`config.mk`:
```
export PLATFORM = sky130hd
export DESIGN_NAME = accel_run_sequencer_flat
export DESIGN_NICKNAME = d
export VERILOG_FILES = /design/src/rtl/accel_run_sequencer_pkg.sv /design/src/rtl/accel_run_sequencer_if.sv /design/src/rtl/accel_run_sequencer_counter.sv /design/src/rtl/accel_run_sequencer.sv /design/src/flat_wrapper.sv
export SDC_FILE = /design/constraint.sdc
export NUM_CORES = 1
export LEC_CHECK = 0
export ABC_AREA = 1
export BUFFER_PORTS_ARGS = -buffer_cell sky130_fd_sc_hd__buf_2
export CORE_MARGIN = 10
export CORE_UTILIZATION = 50
export DETAILED_ROUTE_END_ITERATION = 8
export PLACE_DENSITY = 0.8
export SETUP_SLACK_MARGIN = 0.4
export SYNTH_ARGS = -nofsm -noshare
export SYNTH_HDL_FRONTEND = slang
export SYNTH_SLANG_ARGS = --single-unit
```
`constraint.sdc`:
```
create_clock -name clock -period 2.4 [get_ports clock]
set_input_delay 0.24 -clock clock [delete_from_list [all_inputs] [get_ports clock]]
set_output_delay 0.24 -clock clock [all_outputs]
set_load 0.01 [all_outputs]
```
`src/rtl/accel_run_sequencer_pkg.sv`:
```
// rtl/accel_run_sequencer_pkg.sv - shared state, lane and size constants for the run sequencer
package accel_seq_pkg;

    typedef enum logic [3:0] {
        IDLE,
        LD_REQ,
        LD_WAIT,
        START,
        RUN,
        RD_REQ,
        RD_WAIT,
        RD_OUT,
        FIN
    } seq_state_t;

    // Only one lane of the dual-lane slave port is ever driven.
    localparam int LANE = 0;
    localparam logic [1:0] LANE_MASK = 2'(1 << LANE);

    // The slave size field carries the access width in bits.
    function automatic logic [7:0] size_enc(input int bits);
        return 8'(bits);
    endfunction

endpackage

```
`src/rtl/accel_run_sequencer_if.sv`:
```
// rtl/accel_run_sequencer_if.sv - dual-lane accelerator slave memory port
interface accel_run_sequencer_if #(
    parameter int ADDR_W = 14,
    parameter int DATA_W = 8
);
    logic [1:0]          s_oe;
    logic [1:0]          s_we;
    logic [ADDR_W-1:0]   s_addr;
    logic [2*DATA_W-1:0] s_wdata;
    logic [7:0]          s_size;
    logic [2*DATA_W-1:0] s_rdata;
    logic [1:0]          s_rdy;

    modport master (
        output s_oe, s_we, s_addr, s_wdata, s_size,
        input  s_rdata, s_rdy
    );

    modport slave (
        input  s_oe, s_we, s_addr, s_wdata, s_size,
        output s_rdata, s_rdy
    );
endinterface

```
`src/rtl/accel_run_sequencer_counter.sv`:
```
// rtl/accel_run_sequencer_counter.sv - run-length cycle counter with timeout terminal flag
module run_cycle_counter #(
    parameter int CYC_W   = 32,
    parameter int TIMEOUT = 200000000
) (
    input  logic             clock,
    input  logic             reset,
    input  logic             clear,
    input  logic             enable,
    output logic [CYC_W-1:0] count,
    output logic             tc
);
    // Count enabled cycles; clear restarts the run from zero.
    always_ff @(posedge clock) begin
        if (reset || clear) begin
            count <= '0;
        end else if (enable) begin
            count <= count + CYC_W'(1);
        end
    end

    // Flags the cycle whose completion would reach the timeout length.
    assign tc = ((count + CYC_W'(1)) == CYC_W'(TIMEOUT));
endmodule

```
`src/rtl/accel_run_sequencer.sv`:
```
// rtl/accel_run_sequencer.sv - preload, start, time and read back one accelerator run
module accel_run_sequencer
    import accel_seq_pkg::*;
#(
    parameter int ADDR_W  = 14,
    parameter int DATA_W  = 8,
    parameter int CYC_W   = 32,
    parameter int TIMEOUT = 200000000
) (
    input  logic                  clock,
    input  logic                  reset,
    input  logic                  go,
    input  logic [ADDR_W-1:0]     cfg_ld_base,
    input  logic [15:0]           cfg_ld_len,
    input  logic [ADDR_W-1:0]     cfg_rd_base,
    input  logic [15:0]           cfg_rd_len,
    input  logic [DATA_W-1:0]     ld_data,
    input  logic                  ld_valid,
    output logic                  ld_ready,
    output logic [DATA_W-1:0]     rd_data,
    output logic                  rd_valid,
    input  logic                  rd_ready,
    output logic                  acc_start,
    input  logic                  acc_done,
    accel_run_sequencer_if.master mem,
    output logic                  busy,
    output logic                  run_done,
    output logic                  timed_out,
    output logic [CYC_W-1:0]      cycles
);
    localparam logic [7:0] REQ_SIZE = size_enc(DATA_W);

    seq_state_t        state;
    logic [ADDR_W-1:0] ld_ptr;
    logic [ADDR_W-1:0] rd_ptr;
    logic [15:0]       ld_rem;
    logic [15:0]       rd_rem;
    logic [CYC_W-1:0]  run_count;
    logic              run_tc;

    // Upper lane of the slave port is never requested, so its returns are dropped.
    logic unused_upper;
    assign unused_upper = ^{mem.s_rdata[2*DATA_W-1:DATA_W], mem.s_rdy[1]};

    run_cycle_counter #(
        .CYC_W   (CYC_W),
        .TIMEOUT (TIMEOUT)
    ) u_counter (
        .clock  (clock),
        .reset  (reset),
        .clear  (state == START),
        .enable (state == RUN),
        .count  (run_count),
        .tc     (run_tc)
    );

    // Sequencer FSM; every output is a register updated on the transition into its state.
    always_ff @(posedge clock) begin
        if (reset) begin
            state       <= IDLE;
            ld_ptr      <= '0;
            rd_ptr      <= '0;
            ld_rem      <= '0;
            rd_rem      <= '0;
            ld_ready    <= 1'b0;
            rd_data     <= '0;
            rd_valid    <= 1'b0;
            acc_start   <= 1'b0;
            busy        <= 1'b0;
            run_done    <= 1'b0;
            timed_out   <= 1'b0;
            cycles      <= '0;
            mem.s_oe    <= '0;
            mem.s_we    <= '0;
            mem.s_addr  <= '0;
            mem.s_wdata <= '0;
            mem.s_size  <= '0;
        end else begin
            case (state)
                IDLE: begin
                    if (go) begin
                        ld_ptr    <= cfg_ld_base;
                        ld_rem    <= cfg_ld_len;
                        rd_ptr    <= cfg_rd_base;
                        rd_rem    <= cfg_rd_len;
                        timed_out <= 1'b0;
                        cycles    <= '0;
                        busy      <= 1'b1;
                        if (cfg_ld_len == 16'd0) begin
                            acc_start <= 1'b1;
                            state     <= START;
                        end else begin
                            ld_ready <= 1'b1;
                            state    <= LD_REQ;
                        end
                    end
                end
                LD_REQ: begin
                    if (ld_valid) begin
                        ld_ready    <= 1'b0;
                        mem.s_we    <= LANE_MASK;
                        mem.s_addr  <= ld_ptr;
                        mem.s_wdata <= {{DATA_W{1'b0}}, ld_data};
                        mem.s_size  <= REQ_SIZE;
                        state       <= LD_WAIT;
                    end
                end
                LD_WAIT: begin
                    mem.s_we   <= '0;
                    mem.s_size <= '0;
                    if (mem.s_rdy[LANE]) begin
                        ld_ptr <= ld_ptr + ADDR_W'(1);
                        ld_rem <= ld_rem - 16'd1;
                        if (ld_rem != 16'd1) begin
                            ld_ready <= 1'b1;
                            state    <= LD_REQ;
                        end else begin
                            acc_start <= 1'b1;
                            state     <= START;
                        end
                    end
                end
                START: begin
                    acc_start <= 1'b0;
                    state     <= RUN;
                end
                RUN: begin
                    if (acc_done) begin
                        cycles <= run_count + CYC_W'(1);
                        if (rd_rem == 16'd0) begin
                            run_done <= 1'b1;
                            state    <= FIN;
                        end else begin
                            mem.s_oe   <= LANE_MASK;
                            mem.s_addr <= rd_ptr;
                            mem.s_size <= REQ_SIZE;
                            state      <= RD_REQ;
                        end
                    end else if (run_tc) begin
                        timed_out <= 1'b1;
                        cycles    <= CYC_W'(TIMEOUT);
                        run_done  <= 1'b1;
                        state     <= FIN;
                    end
                end
                RD_REQ: begin
                    mem.s_oe   <= '0;
                    mem.s_size <= '0;
                    state      <= RD_WAIT;
                end
                RD_WAIT: begin
                    if (mem.s_rdy[LANE]) begin
                        rd_data  <= mem.s_rdata[DATA_W-1:0];
                        rd_valid <= 1'b1;
                        rd_ptr   <= rd_ptr + ADDR_W'(1);
                        rd_rem   <= rd_rem - 16'd1;
                        state    <= RD_OUT;
                    end
                end
                RD_OUT: begin
                    if (rd_ready) begin
                        rd_valid <= 1'b0;
                        if (rd_rem != 16'd0) begin
                            mem.s_oe   <= LANE_MASK;
                            mem.s_addr <= rd_ptr;
                            mem.s_size <= REQ_SIZE;
                            state      <= RD_REQ;
                        end else begin
                            run_done <= 1'b1;
                            state    <= FIN;
                        end
                    end
                end
                FIN: begin
                    run_done <= 1'b0;
                    busy     <= 1'b0;
                    state    <= IDLE;
                end
                default: state <= IDLE;
            endcase
        end
    end
endmodule
```
`src/flat_wrapper.sv`:
```
// flat-port wrapper written by rule: the top's interface ports become plain ports
module accel_run_sequencer_flat import accel_seq_pkg::*;
#(
    parameter int ADDR_W  = 14,
    parameter int DATA_W  = 8,
    parameter int CYC_W   = 32,
    parameter int TIMEOUT = 200000000
)
  (clock, reset, go, cfg_ld_base, cfg_ld_len, cfg_rd_base, cfg_rd_len, ld_data, ld_valid, ld_ready, rd_data, rd_valid, rd_ready, acc_start, acc_done, busy, run_done, timed_out, cycles, mem_s_oe, mem_s_we, mem_s_addr, mem_s_wdata, mem_s_size, mem_s_rdata, mem_s_rdy);
  accel_run_sequencer_if #(.ADDR_W(ADDR_W), .DATA_W(DATA_W)) mem_i ();
  input  logic clock;
  input  logic reset;
  input  logic go;
  input  logic [ADDR_W-1:0] cfg_ld_base;
  input  logic [15:0] cfg_ld_len;
  input  logic [ADDR_W-1:0] cfg_rd_base;
  input  logic [15:0] cfg_rd_len;
  input  logic [DATA_W-1:0] ld_data;
  input  logic ld_valid;
  output logic ld_ready;
  output logic [DATA_W-1:0] rd_data;
  output logic rd_valid;
  input  logic rd_ready;
  output logic acc_start;
  input  logic acc_done;
  output logic busy;
  output logic run_done;
  output logic timed_out;
  output logic [CYC_W-1:0] cycles;
  output wire logic [$bits(mem_i.s_oe)-1:0] mem_s_oe;
  output wire logic [$bits(mem_i.s_we)-1:0] mem_s_we;
  output wire logic [$bits(mem_i.s_addr)-1:0] mem_s_addr;
  output wire logic [$bits(mem_i.s_wdata)-1:0] mem_s_wdata;
  output wire logic [$bits(mem_i.s_size)-1:0] mem_s_size;
  input wire logic [$bits(mem_i.s_rdata)-1:0] mem_s_rdata;
  input wire logic [$bits(mem_i.s_rdy)-1:0] mem_s_rdy;
  assign mem_s_oe = mem_i.s_oe;
  assign mem_s_we = mem_i.s_we;
  assign mem_s_addr = mem_i.s_addr;
  assign mem_s_wdata = mem_i.s_wdata;
  assign mem_s_size = mem_i.s_size;
  assign mem_i.s_rdata = mem_s_rdata;
  assign mem_i.s_rdy = mem_s_rdy;
  accel_run_sequencer #(.ADDR_W(ADDR_W), .DATA_W(DATA_W), .CYC_W(CYC_W), .TIMEOUT(TIMEOUT)) u_core (.clock(clock), .reset(reset), .go(go), .cfg_ld_base(cfg_ld_base), .cfg_ld_len(cfg_ld_len), .cfg_rd_base(cfg_rd_base), .cfg_rd_len(cfg_rd_len), .ld_data(ld_data), .ld_valid(ld_valid), .ld_ready(ld_ready), .rd_data(rd_data), .rd_valid(rd_valid), .rd_ready(rd_ready), .acc_start(acc_start), .acc_done(acc_done), .mem(mem_i), .busy(busy), .run_done(run_done), .timed_out(timed_out), .cycles(cycles));
endmodule
```
Yosys cells after proc, flatten, opt, wreduce, memory -nomap -nowiden
Cells that the tools add are included.
{"block": "classes", "addsub": 5, "multipliers": 0, "div": 0, "order_cmp": 0, "n_eq_ne": 27, "n_shift": 0, "n_mux": 72, "bitwise": 0, "reduce_logical": 34}
{"operator": "$mux 14", "n": 9}
{"operator": "$mux 32", "n": 3}
{"operator": "$mux 16", "n": 4}
{"operator": "$pmux 16 s2", "n": 2}
{"operator": "$pmux 32 s2", "n": 1}
{"operator": "$pmux 14 s2", "n": 2}
{"operator": "$pmux 14 s3", "n": 1}
{"operator": "$mux 8", "n": 5}
{"operator": "$mux 4", "n": 9}
{"operator": "$add 32x1->32 const B", "n": 1}
{"operator": "$eq 32x28->1 const B", "n": 1}
{"operator": "$logic_not 16->1", "n": 2}
{"operator": "$pmux 4 s8", "n": 1}
{"operator": "$pmux 8 s4", "n": 1}
{"operator": "$sub 16x1->16 const B", "n": 2}
{"operator": "$add 14x1->14 const B", "n": 2}
{"operator": "$reduce_and 6->1", "n": 4}
{"operator": "$ne 2x2->1 const B", "n": 11}
{"operator": "$mux 1", "n": 19}
{"operator": "$eq 4x3->1 const B", "n": 4}
{"operator": "$ne 16x1->1 const B", "n": 1}
{"operator": "$reduce_bool 16->1", "n": 1}
{"operator": "$reduce_and 5->1", "n": 3}
{"operator": "$reduce_bool 3->1", "n": 5}
{"operator": "other kinds (18)", "n": 44}
{"block": "totals", "register_bits": 176, "latch_bits": 0, "ramBits": 0, "rom_bits": 0, "inputBits": 92, "output_inout_bits": 88, "word_cells": 157, "n_memories": 0}

Logic depth before layout (Yosys ltp)
Gate-level depths: netlist of the first run.
{"block": "depth", "word_depth": 5, "mapped_depth": 19, "depth_no_buf": 17}

Modules after synthesis
From an unflattened synthesis of the first run, not the netlist that was laid out.
{"block": "unflattened", "cells_unflattened": 1779, "area_unflattened_um2": 10697.8}
{"module": "accel_run_sequencer", "n_inst": 1, "cells_per_inst": 1386, "area_each_um2": 8386.8, "seq_area_each_um2": 2702.6}
{"module": "run_cycle_counter", "n_inst": 1, "cells_per_inst": 393, "area_each_um2": 2311.0, "seq_area_each_um2": 640.6}

Worst setup path after synthesis of the first run
Ideal clock, no wire load.
{"block": "synth_path", "path_kind": "register -> register", "start": "register u_core.u_counter.count[1]", "end": "register u_core.state[2]", "setup_ns": 0.109, "t_arrival_ns": 2.000, "t_required_ns": 2.291, "setup_slack_ns": 0.291, "stages_incl_launch_ff": 16, "path_buffers": 2, "synth_period_minus_slack_ns": 2.109, "cell_sequence": "dfxtp_1 > ha_1 > nand2_2 > nor2_4 > nand3_1 > nor2_1 > xor2_1 > nand3_1 > nor2_2 > nand3_1 > nand2_2 > buf_6 > buf_6 > nand3_1 > nand2_1 > inv_1"}
{"block": "synth_between", "elab_chain_cells": 4}
{"element": "start, declared", "line": "accel_run_sequencer_counter.sv:10", "rtl": "output logic [CYC_W-1:0] count,"}
{"element": "start signal, assigned", "line": "accel_run_sequencer_counter.sv:18", "rtl": "count <= count + CYC_W'(1);"}
{"element": "$add 32x1->32", "line": "accel_run_sequencer_counter.sv:23", "rtl": "assign tc = ((count + CYC_W'(1)) == CYC_W'(TIMEOUT));"}
{"element": "$eq 32x28->1", "line": "accel_run_sequencer_counter.sv:23"}
{"element": "$ne 3x2->1 (no source line)"}
{"element": "$reduce_and 6->1 (no source line)"}
{"element": "end signal, assigned", "line": "accel_run_sequencer.sv:60", "rtl": "state <= IDLE;"}
{"element": "end signal, assigned", "line": "accel_run_sequencer.sv:91", "rtl": "state <= START;"}
{"element": "end signal, assigned", "line": "accel_run_sequencer.sv:94", "rtl": "state <= LD_REQ;"}
{"element": "end, declared", "line": "accel_run_sequencer.sv:33", "rtl": "seq_state_t state;"}
Every way passes these cells.
A chain may end at the register's enable or synchronous reset.

Worst setup path in the final report of the first run
{"block": "layout_path", "start": "register u_core.u_counter.count[0]", "end": "register u_core.cycles[11]"}
{"block": "layout_between", "elab_chain_cells": 4, "word_cells_on_any_way": 6, "cone_classes": "add/sub: 1; eq/ne: 2; mux: 2; reduce/logical: 1"}
{"element": "$add 32x1->32 *", "line": "accel_run_sequencer_counter.sv:23, accel_run_sequencer.sv:129"}
{"element": "$eq 32x28->1", "line": "accel_run_sequencer_counter.sv:23"}
{"element": "$ne 3x2->1 (no source line)"}
{"element": "$reduce_and 3->1 (no source line)"}
{"element": "end signal, assigned", "line": "accel_run_sequencer.sv:129", "rtl": "cycles <= run_count + CYC_W'(1);"}
{"element": "end signal, assigned", "line": "accel_run_sequencer.sv:141", "rtl": "cycles <= CYC_W'(TIMEOUT);"}
{"element": "end, declared", "line": "accel_run_sequencer.sv:29", "rtl": "output logic [CYC_W-1:0] cycles"}
Every way passes the cells marked *; elsewhere a longest branch is shown, timed or not.

==> qor.csv, run 1 <==
metric;value;unit
Cells after Synth;1447;
Critical Path Start;u_core.u_counter.count[0];
Arrival @ worst endpoint;2720;ps
dpl cells;1798;
CTS tree;built;
#FFs+latches synth;167;
Final Cycle Share;97.9;%
crit end category;register;
unrepaired setup endpoints after global routing;yes;
max frequency;0.426;GHz
CTS Root Buffer Type;clkbuf_16;
clock buffer depth;2;
Final min period;2350;ps
Pre-Repair DR Iteration Count;6;
total net switching power;0.00643;W
Worst-Skew Late Latency;440;ps
Post-Syn Area per Cell;6.42;µm²
clock skew after layout;9.77;ps
WL/cell;15.3;µm
Fin. Hold Viols;0;
row cnt;49;
Die Ht;156;µm
CP required;2770;ps
Final ANT Viol Nets;0;
worst hold margin;43.3;ps
number of global-route vias before repair;9321;
IO Count;180;
first-pass GRT wire length;45300;µm
switch share;43.5;%
largest net degree at the start of global routing;50;
Overflow after GRT;0;
DIE WIDTH;156;µm
DRC Markers;0;
VDD IR max;0.726;mV
GRT Total Usage;22.2;%
Net count, final;1720;
status;completed;
Synth cell types;46;
count of final setup violators;0;
placer congestion estimate;0.907;
layout cells sized above 1;22.5;%
Iteration-0 DRC Markers;841;
htree depth;4;
Num CTS Buffers;17;
sequential group share of total power;30.3;%
Hold Crit Start;cfg_rd_base[0];
PortBufs;153;
critical path class;register to register;
clock share of power;19.6;%
Worst R2R Setup Slack;50;ps
yosys warns;0;
Combinational Power Share;50.1;%
reg-to-reg critical path startpoint;u_core.u_counter.count[0];
cell internal pwr;0.00836;W
post-synthesis instance area;0.00929;mm²
Initial Util;51.2;%
Core Util, Final;64.0;%
relative slew slack;45.6;%
Final Non-Filler Cells;1862;
Critical Path Start Type;register;
Via density;5.40;
Tightest Pin Transition;811;ps
Core Area;0.0181;mm²
Reg clk slew, reported paths;60;ps
clock sink count;167;
Layout fillers;1621;
crit path max fanout;7;
worst min path class;input port to register;
MaxCap Viol Count;0;
final max-slew violation count;0;
Power Density;1270;mW/mm²
initial antenna violation count;1;
Routed WL;28600;µm
Vias;10100;
register area share after synthesis;36.0;%
commonest non-fill, non-tap cell in the layout;nand2_1;
Detail Placement HPWL;19800;µm
die area;0.0244;mm²
Static Leak;5.15;nW
most frequent cells in the layout;nand2_1 (366), buf_2 (154), inv_1 (145), a21oi_1 (145), dfxtp_1 (145);
post-synthesis to final-layout area growth;25.0;%
[path summary, 6_finish.rpt]
path / depth (start not counted) / end
worst min-delay path: 3 / u_core.rd_ptr[0]
worst min register to register: 2 / u_core.mem.s_addr[5]
worst max-delay path: 17 / u_core.cycles[11]
worst max register to register: 17 / u_core.cycles[11]
[worst max-delay path, cell delays in order, from the launching register on]
cell       delay [ps]
dfxtp_2           360
ha_4              150
nand2_4            50
nor2_4            200
nand2_2           110
nor2_4            150
nand2_1            70
nand2_1            90
nand2_2            80
nor2_4            120
nand2_1            70
nor2_2            150
nand3_2           110
nand2_4           140
buf_12            130
clkbuf_16         150
a21oi_1            60
nor2_1             90
[flip-flops by register name (all words and copies together), names as in the netlist]
| signal | cells |
|---|---|
| u_core.u_counter.count | 32 |
| u_core.rd_rem | 16 |
| u_core.rd_valid | 1 |
| u_core.acc_start | 1 |
| u_core.ld_ptr | 14 |
| u_core.busy | 1 |
| u_core.mem.s_size | 1 |
| u_core.run_done | 1 |
| u_core.mem.s_addr | 14 |
| u_core.rd_data | 8 |
| u_core.mem.s_we | 1 |
| u_core.rd_ptr | 14 |
| u_core.cycles | 32 |
| u_core.state | 4 |
| u_core.mem.s_oe | 1 |
| u_core.mem.s_wdata | 8 |
| u_core.ld_rem | 16 |
| u_core.ld_ready | 1 |
| u_core.timed_out | 1 |
[metrics by stage]
step	setup TNS (ps)	setup WS (ps)	instance area, µm²	power, W
after floorplan	0	315	9400	0.00898
after global placement	0	57.6	10400	0.0108
after detailed placement	-8.19	-7.78	10400	0.0110
after CTS	0	166	11300	0.0142
after global routing	-1130	-89.3	11600	0.0160
final	0	50.8	11600	0.0148
[power groups by stage]
stage / Combinational, W / Clock [W] / Sequential [W]
6_report: 0.00741 / 0.00290 / 0.00448
2_1_floorplan: 0.00448 / 0 / 0.00450
3_3_place_gp: 0.00644 / 0 / 0.00441
5_1_grt: 0.00832 / 0.00303 / 0.00460
4_1_cts: 0.00682 / 0.00292 / 0.00442
3_5_place_dp: 0.00658 / 0 / 0.00445
[routing by layer]
metal | share of wire (%) | GRT usage (%) | routed length, µm
met1 | 42 | 28.4 | 12100
met2 | 45 | 35.1 | 13000
met3 | 10 | 6.66 | 2880
met4 | 2.2 | 7.01 | 614
met5 | 0 | 0 | 0
[area by class of cell]
| class | count | area [µm²] | area share (%) |
|---|---|---|---|
| multi-input combinational | 1051 | 5250 | 45.2 |
| sequential | 167 | 3380 | 29.1 |
| timing repair buffer | 224 | 1470 | 12.7 |
| inverter | 160 | 618 | 5.32 |
| clock buffer | 22 | 464 | 3.99 |
| tap | 229 | 287 | 2.47 |
| clock inverter | 8 | 148 | 1.27 |
| antenna | 1 | 2.50 | 0.0215 |
[cell families (layout without fill, tap and decap cells)]
kind of cell	after synthesis	count (layout)	synth area share, %
simple gates	680	680	30.7
compound gates	331	331	19.8
buf+inv	245	414	11.0
flops	167	167	36.0
xor+xnor	16	16	1.51
fa+ha+maj	7	7	0.942
other cells	1	18	0.0403
[repair_timing]
action                     in CTS  in global routing
gates cloned                    2                  3
hold buffers                    0                  0
pin swaps                      23                 13
gates resized for setup        46                 66
setup endpoints to repair      71                109
buffers inserted               12                 16
[cells in the mapped netlist, drive strengths merged]
library cell,number,share of area (%)
ha,7,0.94
buf,33,2.5
nor2,177,8.1
clkbuf,52,2.1
nand2,386,16
o31ai,3,0.24
dfxtp,167,36
nand3b,4,0.32
nor3b,1,0.081
clkinv,5,0.20
a2111oi,1,0.094
o21bai,4,0.32
o21a,2,0.16
o221ai,1,0.094
o311ai,1,0.094
o41ai,2,0.19
inv,155,6.3
nand3,78,4.2
nor3,12,0.65
a22o,1,0.094
or2,6,0.40
nand4,10,0.67
xnor2,3,0.28
a21oi,151,8.1
o211ai,13,1.1
nor4,5,0.34
a22oi,1,0.081
a311oi,12,1.1
a211o,2,0.19
a221oi,3,0.28
conb,1,0.040
a211oi,12,0.97
or3,1,0.067
a31oi,8,0.54
o21ai,113,6.1
o2111ai,1,0.094
xor2,13,1.2
Note: power is estimated with default switching activity, not from simulation.
==> run 2, diff against run 1 <==
ABC_AREA = unset   (was 1)
==> run 2 against run 1 <==
- the run now ends with design-rule violations, negative setup slack left
- register-to-register slack worse by 330 ps
- synthesized cell count is 18% lower
- critical endpoint is now u_core.cycles[23]
- final cell count decreased by 9.6%
- maximum frequency decreased by 12%
- clock power about the same
- wire length is 16% higher
- combinational power decreased by 75%
- sequential cell count unchanged
- highest routed layer unchanged
- worst hold slack lost 4.0 ps
- via count up 3.3%
- sequential share of layout area fell by 2.9 points
- largest cell class unchanged
- first-iteration DRC count up 20%
==> qor.csv, run 2 <==
metric;value;unit;change
Final Cycle Share;112;%;+14 points
Final ANT Viol Nets;0;;unchanged
Reg clk slew, reported paths;70;ps;about the same
Synth cell types;71;;+54%
IO Count;180;;unchanged
crit path max fanout;9;;+2
MaxCap Viol Count;0;;unchanged
number of global-route vias before repair;9870;;+5.9%
commonest non-fill, non-tap cell in the layout;nor2_1;;
Pre-Repair DR Iteration Count;8;;+2
Final min period;2680;ps;+332 ps
post-route setup slack;-281;ps;-332 ps
clock sink count;167;;unchanged
most frequent cells in the layout;nor2_1 (155), buf_2 (152), buf_4 (141), dfxtp_1 (141), nand2_1 (102);;
clock skew after layout;13.8;ps;+3.99 ps
Core Util, Final;72.1;%;+8.1 points
Tightest Pin Transition;796;ps;-15.5 ps
Yosys top cell area share;36.5;%;+0.50 points
Detail Placement HPWL;21100;µm;+6.5%
Worst R2R Setup Slack;-280;ps;-330 ps
yosys warns;0;;unchanged
Worst-Skew Late Latency;440;ps;about the same
Arrival @ worst endpoint;3000;ps;+280 ps
Die Ht;155;µm;-0.59%
worst min path class;input port to register;;
post-synthesis instance area;0.00917;mm²;-1.4%
Net count, final;1541;;-10%
relative slew slack;46.9;%;+1.4 points
Critical-path top delay cell;dfxtp_2;;
Final Non-Filler Cells;1684;;-9.6%
first-pass GRT wire length;49800;µm;+9.9%
DIE WIDTH;155;µm;-0.59%
Layout fillers;1262;;-22%
reg2reg path depth;11;;-6
Ant. Diodes;0;;-1
Routed WL;33100;µm;+16%
WL/cell;19.7;µm;+28%
top cell type by total area after synthesis;dfxtp_1;;
DRC Markers;1;;+1
Via density;6.17;;+14%
largest net degree at the start of global routing;64;;+28%
EDFF count, synth;0;;unchanged
Fin. Hold Viols;0;;unchanged
dpl cells;1604;;-11%
Cells after Synth;1191;;-18%
asr flop ratio synth;0;%;unchanged
Overflow after GRT;0;;unchanged
count of final setup violators;36;;+36
crit end category;register;;
slowest stage delay, CP;340;ps;-20 ps
row cnt;49;;unchanged
CTS Root Buffer Type;clkbuf_16;;
Initial Util;50.9;%;-0.35 points
htree depth;4;;unchanged
CTS tree;built;;
hold buffers post-CTS;0;;unchanged
Vias;10400;;+3.3%
synth cell count leaders;nor2_1 (178), dfxtp_1 (167), nand2_1 (110), a21oi_1 (102), clkbuf_1 (76);;
Power Density;613;mW/mm²;-52%
post-synthesis to final-layout area growth;41.8;%;
Static Leak;5.15;nW;-0.14%
reg-to-reg critical path startpoint;u_core.u_counter.count[11];;
die area;0.0242;mm²;-1.2%
Largest regs;u_core.cycles x32, u_core.u_counter.count x32;;
GRT Total Usage;24.9;%;+2.7 points
Setup TNS;-7200;ps;-7200 ps
final max-slew violation count;0;;unchanged
clock buffer depth;2;;unchanged
Post-Syn Area per Cell;7.70;µm²;+20%
register area share after synthesis;36.5;%;+0.50 points
layout cells sized above 1;38.2;%;+16 points
CP required;2720;ps;-50 ps
max frequency;0.373;GHz;-12%
most frequent cell after synthesis;nor2_1;;
hold path cells;3;;unchanged
worst path cell trace;buf_4 > and4_4 > nand4bb_4 > buf_6 > nor3_2 > xnor2_1 > nor2_1 > and4b_2 > o21a_4 > buf_12 > o221a_1;;
Num CTS Buffers;17;;unchanged
PortBufs;153;;unchanged
#FFs+latches synth;167;;unchanged
Crit path max-delay family;simple AND/OR/NAND/NOR gates;;
Total Power;0.00797;W;-46%
status;finished, violations left;;
failing checks;design-rule violations, negative setup slack;;
end of the worst hold path;u_core.mem.s_wdata[7];;
VDD IR max;0.578;mV;-20%
placer congestion estimate;0.963;;+6.2%
initial antenna violation count;0;;-1
main flop type after synthesis;dfxtp_1;;
Iteration-0 DRC Markers;1007;;+20%
unrepaired setup endpoints after global routing;yes;;
critical path class;register to register;;
Buf/Inv on CP;3;;+1
Critical Path Start Type;register;;
Core Area;0.0180;mm²;-0.68%
Hold Crit Start;ld_data[7];;
largest cells by area after synthesis;dfxtp_1 (36%), nor2_1 (7.3%), a21oi_1 (5.6%);;
Crit Reg-Reg Endpoint;u_core.cycles[23];;
run 2: cell count changes in the layout (fill, tap and decap cells not counted), moves of 16 or more:
cell      delta
nor2_1      +16
nand2_1    -264
buf_4       +89
inv_1      -130
buf_6       +20
a21oi_1     -50
o21ai_0     -49
o22ai_1     +17
mux2i_1     +24
a211oi_2    +17
nand3_1     -33
xnor2_1     +20
run 2: report_power, final:
part / internal, W / switching (W) / leakage, nW / total [W]
registers: 0.00298 / 0.000236 / 1.38 / 0.00321
clock network: 0.00168 / 0.00123 / 0.291 / 0.00291
logic: 0.000824 / 0.00103 / 3.48 / 0.00185
run 2: worst max path at each step:
stage | from | endpoint | slack, ps | cells past startpoint
after global placement | u_core.u_counter.count[1] | u_core.cycles[21] | -160 | 10
after global routing | u_core.u_counter.count[0] | u_core.cycles[23] | -330 | 10
final | u_core.u_counter.count[11] | u_core.cycles[23] | -280 | 11
after detailed placement | u_core.u_counter.count[1] | u_core.cycles[24] | -220 | 10
after floorplan | u_core.u_counter.count[0] | u_core.cycles[27] | -330 | 13
after CTS | u_core.u_counter.count[11] | u_core.cycles[23] | -180 | 10
run 2: logic make-up after synthesis:
group	Yosys count	synth area share [%]
AO/OA/AOI/OAI	320	22.7
XOR/XNOR	52	4.97
adder cells (fa/ha/maj)	7	0.955
buffers and inverters	130	6.44
flip-flops	167	36.5
multiplexers	25	2.73
other	1	0.0409
AND/OR/NAND/NOR	489	25.7
run 2: layer usage:
metal | GRT usage, % | up-vias | share of wire, %
met5 | 0 | - | 0
met4 | 14.0 | 0 | 5.0
met3 | 5.96 | 136 | 8.8
met2 | 42.0 | 596 | 48
met1 | 28.3 | 4872 | 38
li1 | - | 4779 | -
run 2: final cells by class:
| class | instances | area, µm² | area share (%) |
|---|---|---|---|
| clock buffer | 19 | 443 | 3.41 |
| multi-input combinational | 910 | 6280 | 48.3 |
| tap | 229 | 287 | 2.20 |
| sequential | 167 | 3390 | 26.1 |
| timing repair buffer | 331 | 2360 | 18.2 |
| inverter | 15 | 56.3 | 0.433 |
| clock inverter | 13 | 170 | 1.31 |
run 2: repair_timing:
| item | 4_1_cts | 5_1_grt |
|---|---|---|
| setup buffers | 30 | 14 |
| gates resized for setup | 119 | 124 |
| gates cloned | 4 | 0 |
| setup endpoints to repair | 70 | 124 |
| pin swaps | 33 | 36 |
run 2: metrics by stage:
step / instance area (µm²) / hold WS (ps) / worst slack (ps)
5_1_grt: 13000 / 59.6 / -332
3_5_place_dp: 10900 / 436 / -221
6_report: 13000 / 39.3 / -281
4_1_cts: 12400 / 36.0 / -177
3_3_place_gp: 10900 / 432 / -158
2_1_floorplan: 9420 / 388 / -330
run 2: tightest hold or removal path, cell delays in order:
cell,delay (ps)
buf_2,70
mux2i_1,50
nor2_1,70
==> run 3, diff against run 2 <==
SYNTH_HIERARCHICAL = 1   (was unset)
==> run 3 against run 2 <==
- the run ends with negative setup slack left
- maximum frequency is 6.3% lower
- final cell count grew 3.3%
- worst setup slack worse by 180 ps
- critical path depth did not move
==> qor.csv, run 3 <==
metric;value;unit;change
status;finished, violations left;;
failing checks;negative setup slack;;
Iteration-0 DRC Markers;952;;-5.5%
unrepaired setup endpoints after global routing;yes;;
layout cells sized above 1;31.1;%;-7.1 points
Tightest Pin Transition;1340;ps;+542 ps
main flop type after synthesis;dfxtp_1;;
count of final setup violators;38;;+5.6%
clock buffer depth;2;;unchanged
Critical-path top delay cell;or3_4;;
DP Area;0.0114;mm²;+4.5%
Synth cell types;80;;+13%
Via density;5.96;;-3.3%
Fin. Hold Viols;0;;unchanged
WL/cell;18.6;µm;-5.3%
max frequency;0.349;GHz;-6.3%
CTS Root Buffer Type;clkbuf_16;;
CP most frequent cell;nor2_1;;
most frequent cells in the layout;buf_2 (152), dfxtp_1 (144), buf_4 (120);;
reg-to-reg critical path startpoint;u_core/u_counter/count[19];;
Critical Path Start;u_core/u_counter/count[19];;
Detail Placement HPWL;22400;µm;+6.2%
Crit path max-delay family;simple AND/OR/NAND/NOR gates;;
die area;0.0253;mm²;+4.8%
Final ANT Viol Nets;0;;unchanged
final max-slew violation count;0;;unchanged
post-route setup slack;-462;ps;-181 ps
Static Leak;5.10;nW;-0.86%
largest cells by area after synthesis;dfxtp_1 (35%), a21oi_1 (5.4%), nor2_1 (4.6%);;
Core Area;0.0189;mm²;+4.8%
Final min period;2860;ps;+181 ps
Num CTS Buffers;17;;unchanged
slowest stage delay, CP;510;ps;+170 ps
DRC Markers;0;;-1
Final Cycle Share;119;%;+7.5 points
DIE WIDTH;159;µm;+2.4%
Buf/Inv on CP;1;;-2
Net count, final;1568;;+1.8%
largest net degree at the start of global routing;95;;+48%
clock sink count;167;;unchanged
Largest regs;u_core/cycles x32, u_core/u_counter/count x32;;
PortBufs;153;;unchanged
Power Density;860;mW/mm²;+40%
row cnt;50;;+2.0%
Cells after Synth;1237;;+3.9%
commonest non-fill, non-tap cell in the layout;buf_2;;
Routed WL;32400;µm;-2.1%
Overflow after GRT;0;;unchanged
Reg clk slew, reported paths;60;ps;about the same
Setup TNS;-15140;ps;-7940 ps
register area share after synthesis;34.5;%;-1.9 points
Layout fillers;1593;;+26%
CP required;2700;ps;-20 ps
Post-Syn Area per Cell;7.82;µm²;+1.6%
Worst R2R Setup Slack;-460;ps;-180 ps
clock skew after layout;13.1;ps;-0.623 ps
Arrival @ worst endpoint;3160;ps;+160 ps
synth cell count leaders;dfxtp_1 (167), nor2_1 (119), nand2_1 (110), a21oi_1 (104), o21ai_0 (83);;
MaxCap Viol Count;0;;unchanged
asr flop ratio synth;0;%;unchanged
relative slew slack;10.1;%;-37 points
Hold Crit Start;ld_data[0];;
htree depth;4;;unchanged
Vias;10400;;-0.067%
GRT Total Usage;23.6;%;-1.3 points
placer congestion estimate;0.936;;-2.8%
worst path cell trace;nand4_1 > or3_4 > a2111oi_4 > nor2_1 > a211oi_2 > and4_4 > nor4_4 > or2_4 > buf_12 > a22oi_2 > nor2_1;;
post-synthesis to final-layout area growth;31.9;%;
crit end category;register;;
Initial Util;51.2;%;+0.36 points
first-pass GRT wire length;50700;µm;+1.9%
Yosys top cell area share;34.5;%;-1.9 points
CTS tree;built;;
post-route cell area;0.0128;mm²;-1.8%
EDFF count, synth;0;;unchanged
VDD IR max;0.552;mV;-4.5%
most frequent cell after synthesis;dfxtp_1;;
Worst-Skew Late Latency;430;ps;about the same
worst min path class;input port to register;;
Pre-Repair DR Iteration Count;6;;-2
Critical Path Start Type;register;;
number of global-route vias before repair;9925;;+0.56%
initial antenna violation count;1;;+1
critical path class;register to register;;
yosys warns;6;;+6
crit path max fanout;14;;+5
top cell type by total area after synthesis;dfxtp_1;;
#FFs+latches synth;167;;unchanged
post-synthesis instance area;0.00968;mm²;+5.6%
Die Ht;159;µm;+2.4%
hold buffers post-CTS;0;;unchanged
IO Count;180;;unchanged
## run 3: changes by cell type after synthesis, sizes merged, moves of 16 or more
cell    previous run  this run
buf               38        55
clkbuf            77        55
nand3             42        60
nor2             179       119
nor3              33        49
o21ai             64        87
or3               24        42
## run 3: cell type report
type / instances / area (µm²) / area share (%)
multi-input combinational: 959 / 6230 / 48.8
sequential: 167 / 3390 / 26.5
timing repair buffer: 305 / 2210 / 17.3
clock buffer: 22 / 464 / 3.64
tap: 260 / 325 / 2.55
clock inverter: 7 / 71.3 / 0.559
inverter: 19 / 71.3 / 0.559
antenna: 1 / 2.50 / 0.0196
## run 3: through the flow
| stage | utilization, % | hold slack [ps] | setup slack (ps) | std cells | total power, W |
|---|---|---|---|---|---|
| 2_1_floorplan | - | 387 | -357 | 1253 | 0.00641 |
| 5_1_grt | 67.6 | 56.8 | -629 | 1740 | 0.0116 |
| 3_3_place_gp | 60.5 | 434 | -504 | 1680 | 0.00752 |
| 4_1_cts | 65.2 | 41.7 | -422 | 1722 | 0.0105 |
| 3_5_place_dp | 60.5 | 438 | -601 | 1680 | 0.00762 |
| 6_report | 67.6 | 46.3 | -462 | 1740 | 0.0110 |
## run 3: worst paths after layout
path	to	cells after the start
min reg2reg	u_core/cycles[9]	1
min	u_core/mem.s_wdata[0]	3
max reg2reg	u_core/cycles[3]	11
max	u_core/cycles[3]	11
## run 3: kinds of logic after synthesis
| group | Yosys count | synth area share, % |
|---|---|---|
| XOR/XNOR | 57 | 5.16 |
| multiplexers | 28 | 2.93 |
| flip-flops | 167 | 34.5 |
| other | 1 | 0.0387 |
| AND/OR/NAND/NOR | 511 | 28.1 |
| adder cells (fa/ha/maj) | 7 | 0.905 |
| buffers and inverters | 129 | 6.52 |
| AO/OA/AOI/OAI | 337 | 21.8 |
## run 3: timing repair
| action | in CTS | in global routing |
|---|---|---|
| endpoints found under the setup margin | 108 | 110 |
| cloned | 3 | 4 |
| pin swaps | 20 | 49 |
| resized for setup | 57 | 80 |
| setup buffers | 10 | 13 |
## run 3: worst min-delay path: stages
cell and delay (ps):
buf_2 70, mux2i_1 50, nor2_1 70
## run 3: layer usage
metal | GRT usage (%) | share of wire, %
met5 | 0 | 0
met4 | 8.09 | 2.8
met3 | 4.54 | 6.4
met2 | 41.6 | 51
met1 | 27.9 | 40
## run 3: where the power goes
group / switching, W / internal [W]
Sequential: 0.000563 / 0.00323
Combinational: 0.00265 / 0.00195
Clock: 0.00111 / 0.00147
Total: 0.00433 / 0.00665
